`src/rtl/decodificador_morse.sv`:
```
// Morse digit decoder: collects five dot/dash symbols over a valid/ready handshake and
// holds the BCD digit until acknowledged. Define DECODIFICADOR_TIMEOUT_EN for the idle timeout.
module decodificador_morse #(
   parameter int unsigned TIMEOUT = 15
) (
   input  logic clk,
   input  logic reset,
   input  logic sym_valid,
   input  logic sym,
   output logic sym_ready,
   output logic a,
   output logic b,
   output logic c,
   output logic d,
   output logic ready,
   input  logic ack,
   output logic erro,
   output logic timeout
);

   typedef enum logic [1:0] {IDLE, RECV, DONE} state_t;

   state_t      state, state_nxt;
   logic [2:0]  cnt;
   logic [4:0]  p, p_nxt;
   logic        xfer, last, expire;
   logic [3:0]  dec_digit;
   logic        dec_err;

   assign sym_ready = (state != DONE);
   assign ready     = (state == DONE);
   assign xfer      = sym_valid && sym_ready;
   assign last      = xfer && (cnt == 3'd4);

   // p[0] is the first symbol received; p_nxt includes the symbol arriving this cycle
   always_comb begin
      p_nxt = p;
      for (int i = 0; i < 5; i++)
         if (xfer && cnt == 3'(i)) p_nxt[i] = sym;
   end

   always_comb begin
      // NOTE: defaults first so no path leaves an output unassigned (no latch).
      dec_digit = 4'hF;
      dec_err   = 1'b0;
      case (p_nxt)
         5'b11111: dec_digit = 4'd0;
         5'b11110: dec_digit = 4'd1;
         5'b11100: dec_digit = 4'd2;
         5'b11000: dec_digit = 4'd3;
         5'b10000: dec_digit = 4'd4;
         5'b00000: dec_digit = 4'd5;
         5'b00001: dec_digit = 4'd6;
         5'b00011: dec_digit = 4'd7;
         5'b00111: dec_digit = 4'd8;
         5'b01111: dec_digit = 4'd9;
         default:  dec_err   = 1'b1;
      endcase
   end

`ifdef DECODIFICADOR_TIMEOUT_EN
   logic [7:0] idle_cnt;

   assign expire = (state == RECV) && !xfer && (idle_cnt == 8'(TIMEOUT - 1));

   always_ff @(posedge clk or negedge reset) begin
      if (!reset) begin
         idle_cnt <= 8'd0;
         timeout  <= 1'b0;
      end else begin
         if (state != RECV || xfer) idle_cnt <= 8'd0;
         else                       idle_cnt <= idle_cnt + 8'd1;
         timeout <= expire;
      end
   end
`else
   logic unused_timeout;

   assign unused_timeout = ^8'(TIMEOUT);
   assign expire         = 1'b0;
   assign timeout        = 1'b0;
`endif

   always_ff @(posedge clk or negedge reset) begin
      // NOTE: sequential state uses non-blocking assignments only.
      if (!reset) state <= IDLE;
      else        state <= state_nxt;
   end

   always_comb begin
      state_nxt = state;
      case (state)
         IDLE:    if (xfer) state_nxt = RECV;
         RECV:    if (last) state_nxt = DONE;
                  else if (expire) state_nxt = IDLE;
         DONE:    if (ack) state_nxt = IDLE;
         default: state_nxt = IDLE;
      endcase
   end

   always_ff @(posedge clk or negedge reset) begin
      if (!reset) begin
         cnt          <= 3'd0;
         p            <= 5'd0;
         {a, b, c, d} <= 4'd0;
         erro         <= 1'b0;
      end else if (state == DONE && ack) begin
         cnt <= 3'd0;
      end else if (expire) begin
         cnt <= 3'd0;
         p   <= 5'd0;
      end else if (xfer) begin
         cnt <= cnt + 3'd1;
         p   <= p_nxt;
         if (last) begin
            {a, b, c, d} <= dec_digit;
            erro         <= dec_err;
         end
      end
   end

endmodule

```
`config.mk`:
```
export PLATFORM = sky130hd
export DESIGN_NAME = decodificador_morse
export DESIGN_NICKNAME = d
export VERILOG_FILES = /design/src/rtl/decodificador_morse.sv
export SDC_FILE = /design/constraint.sdc
export NUM_CORES = 1
export LEC_CHECK = 0
export ABC_AREA = 0
export CAP_MARGIN = 15
export CELL_PAD_IN_SITES_DETAIL_PLACEMENT = 1
export CELL_PAD_IN_SITES_GLOBAL_PLACEMENT = 1
export CORE_ASPECT_RATIO = 1.25
export CORE_UTILIZATION = 29
export CTS_BUF_LIST = sky130_fd_sc_hd__clkbuf_2
export DETAILED_ROUTE_END_ITERATION = 10
export HOLD_SLACK_MARGIN = 0.1
export PLACE_DENSITY = 0.61
export SLEW_MARGIN = 20
export SYNTH_ARGS = -nofsm -noshare
export SYNTH_HDL_FRONTEND = slang
export SYNTH_SLANG_ARGS = --single-unit
```
`constraint.sdc`:
```
create_clock -name clk -period 2.94 [get_ports clk]
set_clock_uncertainty 0.2 [all_clocks]
set_input_delay 0.441 -clock clk [delete_from_list [all_inputs] [get_ports clk]]
set_output_delay 0.441 -clock clk [all_outputs]
set_load 0.03 [all_outputs]
```
**After elaboration in Yosys (flattened, before gate mapping)**

Index checks and enable logic that the tools add are counted.
W data, S select, Z words.

- Equal/unequal tests: 19
- $add $sub $neg: 1
- Reductions and logical operators: 15
- Bitwise gates (word level): 1
- Multiplexer cells: 13

Operator list:

| cell | count |
|---|---|
| $pmux W4 S10 | 1 |
| $eq A5 B5 Y1 const B | 5 |
| $reduce_or A10 Y1 | 1 |
| $logic_and A1 B1 Y1 | 7 |
| $eq A3 B2 Y1 const B | 2 |
| $mux W1 | 6 |
| $mux W2 | 3 |
| $mux W3 | 2 |
| $ne A2 B2 Y1 const B | 3 |
| $pmux W2 S3 | 1 |
| $reduce_and A3 Y1 | 2 |
| $eq A5 B1 Y1 const B | 1 |
| $eq A5 B2 Y1 const B | 1 |
| $eq A5 B3 Y1 const B | 1 |
| $eq A5 B4 Y1 const B | 1 |
| $logic_not A5 Y1 | 1 |
| $add A3 B1 Y3 const B | 1 |
| $eq A3 B1 Y1 const B | 1 |
| $eq A3 B3 Y1 const B | 1 |
| $logic_not A3 Y1 | 1 |
| $eq A2 B1 Y1 const B | 1 |
| $eq A2 B2 Y1 const B | 1 |
| $logic_not A2 Y1 | 1 |
| $ne A2 B1 Y1 const B | 1 |
| 3 further kinds | 3 |

- Bits in registers: 15
- Output and inout bits: 8

**Longest topological paths before layout**

- Depth after elaboration: 7
- Depth in mapped cells: 9
- Depth with buffers taken out: 8

**Worst setup path after synthesis**

No wires, ideal clock.

- Kind: reg-to-reg
- From: register cnt[1]
- To: register d
- Required time: 2619 ps
- Path slack: 831 ps
- Cell stages (with the launch flop): 10
- Arrival: 1788 ps
- Period minus slack after synthesis: 2109 ps
- Setup time: 121 ps
- Path buffers: 1
- Cell sequence: dfrtp_1 -> inv_1 -> ha_1 -> buf_2 -> inv_1 -> o31ai_1 -> o2111ai_1 -> nor4_1 -> nor3_1 -> a22o_1

- Word-level cells in the longest chain between the ends: 5
- Elaborated cells between the ends (all ways): 27

Ends and longest elaborated chain:

| item | RTL line | RTL |
|---|---|---|
| start, declared | 24 | `logic [2:0] cnt;` |
| start signal, assigned | 113 | `cnt <= cnt + 3'd1;` |
| $eq A3 B1 Y1, or another cell as far along | 39 | `if (xfer && cnt == 3'(i)) p_nxt[i] = sym;` |
| $logic_and A1 B1 Y1, on equally long branches | 39, 33 |  |
| $mux W1 | 39 |  |
| $eq A5 B4 Y1, or another cell as far along | 46 | `case (p_nxt)` |
| $pmux W4 S10 | 46 |  |
| end signal, assigned | 116 | `{a, b, c, d} <= dec_digit;` |
| end, declared | 14 | `output logic d,` |

Parallel ways exist; a longest one is shown, timed or not.
A chain may end at the register's enable or synchronous reset.

**Worst setup path in the final report**

- From: register state[0]
- To: output port sym_ready

- Word-level cells in the longest chain between the ends: 1

Ends and longest elaborated chain:

| item | RTL line | RTL |
|---|---|---|
| start, declared | 23 | `state_t state, state_nxt;` |
| start signal, assigned | 87 | `else state <= state_nxt;` |
| $ne A2 B2 Y1 | 30 | `assign sym_ready = (state != DONE);` |
| end, declared | 10 | `output logic sym_ready,` |

No other way between the ends.

==> flow_summary.toml <==
[run_status]
status = "finished clean"

[run]
max_cap_violations = 0

[critical_path]
r2r-start = "cnt[0]$_DFFE_PN0P_"
worst_ep_required_time_ns = 2.30
cp_data_arrival_time_ns = 2.01
end_kind = "output pin"
r2r_slack_ns = 0.49
worst_path_max_delay_cell = "clkdlybuf4s50_1"
path_max_fanout = 17
max_stage_delay_ns = 0.63
crit_chain = "nor2b_2 > inv_4 > clkdlybuf4s50_1"
ff2ff_path_depth = 8
criticalPathCategory = "reg -> out"
cp-start-kind = "register"
r2r-end = "a$_DFFE_PN0P_"

[yosys]
synth_seq_cells = 15
synth_edf_count = 0
syn_area_mm2 = 0.001167
synth-main-ff-cell = "dfrtp_1"
async_reset_ff_frac = 1.000
synth_warnings = 0
synthCells = 128
synthDistinctLibCells = 49
syn_nets = 138
yosysSeqAreaShare = 0.3215
syn_avg_cell_area_um2 = 9.120

[timing]
max_freq_mhz = 376.8
final_max_slew_viol_count = 0
hold_viol = 0
setup_ws_ns = 0.2858
slew_headroom = 0.5442
setup_viol = 0
hold_ws_ns = 0.2640
period_needed_ns = 2.654
worstMarginPinSlew_ns = 0.6815
rsz0062_at_grt = "no"
tns_ns = 0
finalCritPeriodShare = 0.9028

[finish]
final_common_cell = "dfrtp_1"
areaGrowthSynthToFinish_pct = 13.29
final_nets = 149
antennaDiodeCount = 0
drive_above_1_share = 0.1449
final_cell_count_no_fill = 192
final_core_util = 0.3466
final_cell_mix = "dfrtp_1, nand2_1, clkdlybuf4s50_1"

[power_and_ir_drop]
comb_power_share = 0.563
peakVddDrop_mv = 0.1627
p_leak_uw = 0.0005549
power_density_mw_per_mm2 = 885.5
swShare = 0.4741
p_sw_uw = 555.2
p_int_uw = 615.9
seq_power_share = 0.348
clkPwrFrac = 0.089

[drt]
wl_per_cell_um = 15.16
drt_pass1_iterations = 6
routedLengthMet1_um = 1356
postRouteAntennaNets = 0
top_layer = "met4"
wl_um = 2910
initialDrtViolationCount = 21
drc_errors = 0
wl_met3_um = 46
viasPerCell = 5.182
dr_wl_met2_um = 1463
via_count = 995

[global_routing]
grt_pass1_vias = 1030
grt_overflow = 0
grt_max_degree = 18
grt_pass1_wl_um = 5023
grt_usage = 0.1516
grt_antenna_before_repair = 0

[floorplanning]
ioPinCount = 13
fp.dieH_um = 72.94
coreArea_mm2 = 0.003816
dieArea_mm2 = 0.004285
initial_utilization = 0.3059
die_x_um = 58.75
fp-row-count = 25

[clock_tree]
clock_sinks = 15
root_buffer = "clkbuf_2"
h-tree-depth = 1
cts_resized = 0
numCtsBuffers = 3
worstSkewPairLatency_ns = 0.31
cts_max_path_buffers = 2
ctsHoldBuffers = 0
postCtsSetupBuffers = 0
path_clk_slew_ns = 0.15
tritoncts = "yes"

[place]
pre_cts_ws_ns = 0.2352
numPlacedInstances = 188
hpwl_um = 2260
numPortBuffers = 11
gp_congestion = 0.8249

[worst_hold_path]
worstHoldPathCells = 1
hp-class = "reg -> reg"
hold_path.startpoint = "state[1]$_DFFE_PN0P_"
hold_path_end = "state[0]$_DFFE_PN0P_"
worst max path at each step:
stage                     cells past startpoint             to                  from  slack, ns
after floorplan                               9  d$_DFFE_PN0P_    cnt[1]$_DFFE_PN0P_       0.83
after global placement                        7  a$_DFFE_PN0P_             sym_valid       0.28
after detailed placement                      7  a$_DFFE_PN0P_             sym_valid       0.24
after CTS                                     3      sym_ready  state[0]$_DFFE_PN0P_       0.26
after global routing                          3      sym_ready  state[0]$_DFFE_PN0P_       0.17
final                                         3      sym_ready  state[0]$_DFFE_PN0P_       0.29
critical path, delay by kind of cell (launching register included):
| kind | cells | cell delay [ns] |
|---|---|---|
| and+or+nand+nor | 1 | 0.44 |
| DFF | 1 | 0.45 |
| buffers and inverters | 2 | 0.81 |
cell usage after synthesis (2+ instances only):
cell | n | area, µm²
a31oi_1 | 2 | 12.51
and3_4 | 2 | 22.52
buf_2 | 4 | 20.02
buf_6 | 4 | 45.04
dfrtp_1 | 15 | 375.4
ha_1 | 5 | 62.56
inv_1 | 7 | 26.28
mux2i_1 | 4 | 40.04
nand2_1 | 12 | 45.04
nand2b_1 | 2 | 12.51
nand3_1 | 7 | 35.03
nand4_1 | 4 | 25.02
nor2_1 | 10 | 37.54
nor2b_1 | 5 | 31.28
nor3_1 | 3 | 15.01
nor4_1 | 2 | 12.51
nor4bb_1 | 3 | 30.03
o21ai_0 | 4 | 20.02
o21ai_1 | 2 | 10.01
o31ai_1 | 2 | 15.01
kinds of logic (layout without fill, tap and decap cells):
kind of cell    Yosys count  count (layout)  share of synthesized area
flops                    15              15                     0.3215
fa+ha+maj                 5               5                    0.05359
mux                       6               6                    0.05680
other cells               1               1                   0.003212
buf+inv                  17              27                    0.09004
compound gates           26              26                     0.1865
simple gates             58              58                     0.2883
through the flow:
step	cell area, µm²	power [µW]
2_1_floorplan	1167	887.8
3_3_place_gp	1303	1066
3_5_place_dp	1303	1078
4_1_cts	1323	1183
5_1_grt	1323	1271
6_report	1323	1171
layout make-up:
class,count,area (µm²)
Clock inverter,1,5.005
Clock buffer,3,15.01
Fill cell,467,2494
Inverter,8,32.53
Tap cell,54,67.56
Timing Repair Buffer,15,140.1
Sequential cell,15,375.4
Multi-Input combinational cell,96,686.9
power groups by stage:
stage               Combinational (µW)  Clock, µW  Sequential (µW)
finish                             660        104              407
global route                       735        114              423
detailed placement                 666          0              412
floorplan                          457          0              430
CTS                                668        108              408
global placement                   657          0              409
per-layer routing:
layer  vias to the layer above  track usage
met5                         -            0
met4                         0      0.06349
met3                         4     0.005319
met2                        12       0.2664
met1                       494       0.1917
li1                        485            -
sequential cells by signal, summed over array words and instances, names as in the netlist:
| register | flops |
|---|---|
| erro | 1 |
| p | 5 |
| b | 1 |
| d | 1 |
| c | 1 |
| cnt | 3 |
| state | 2 |
| a | 1 |
No activity file was read; power rests on OpenSTA's default activity.
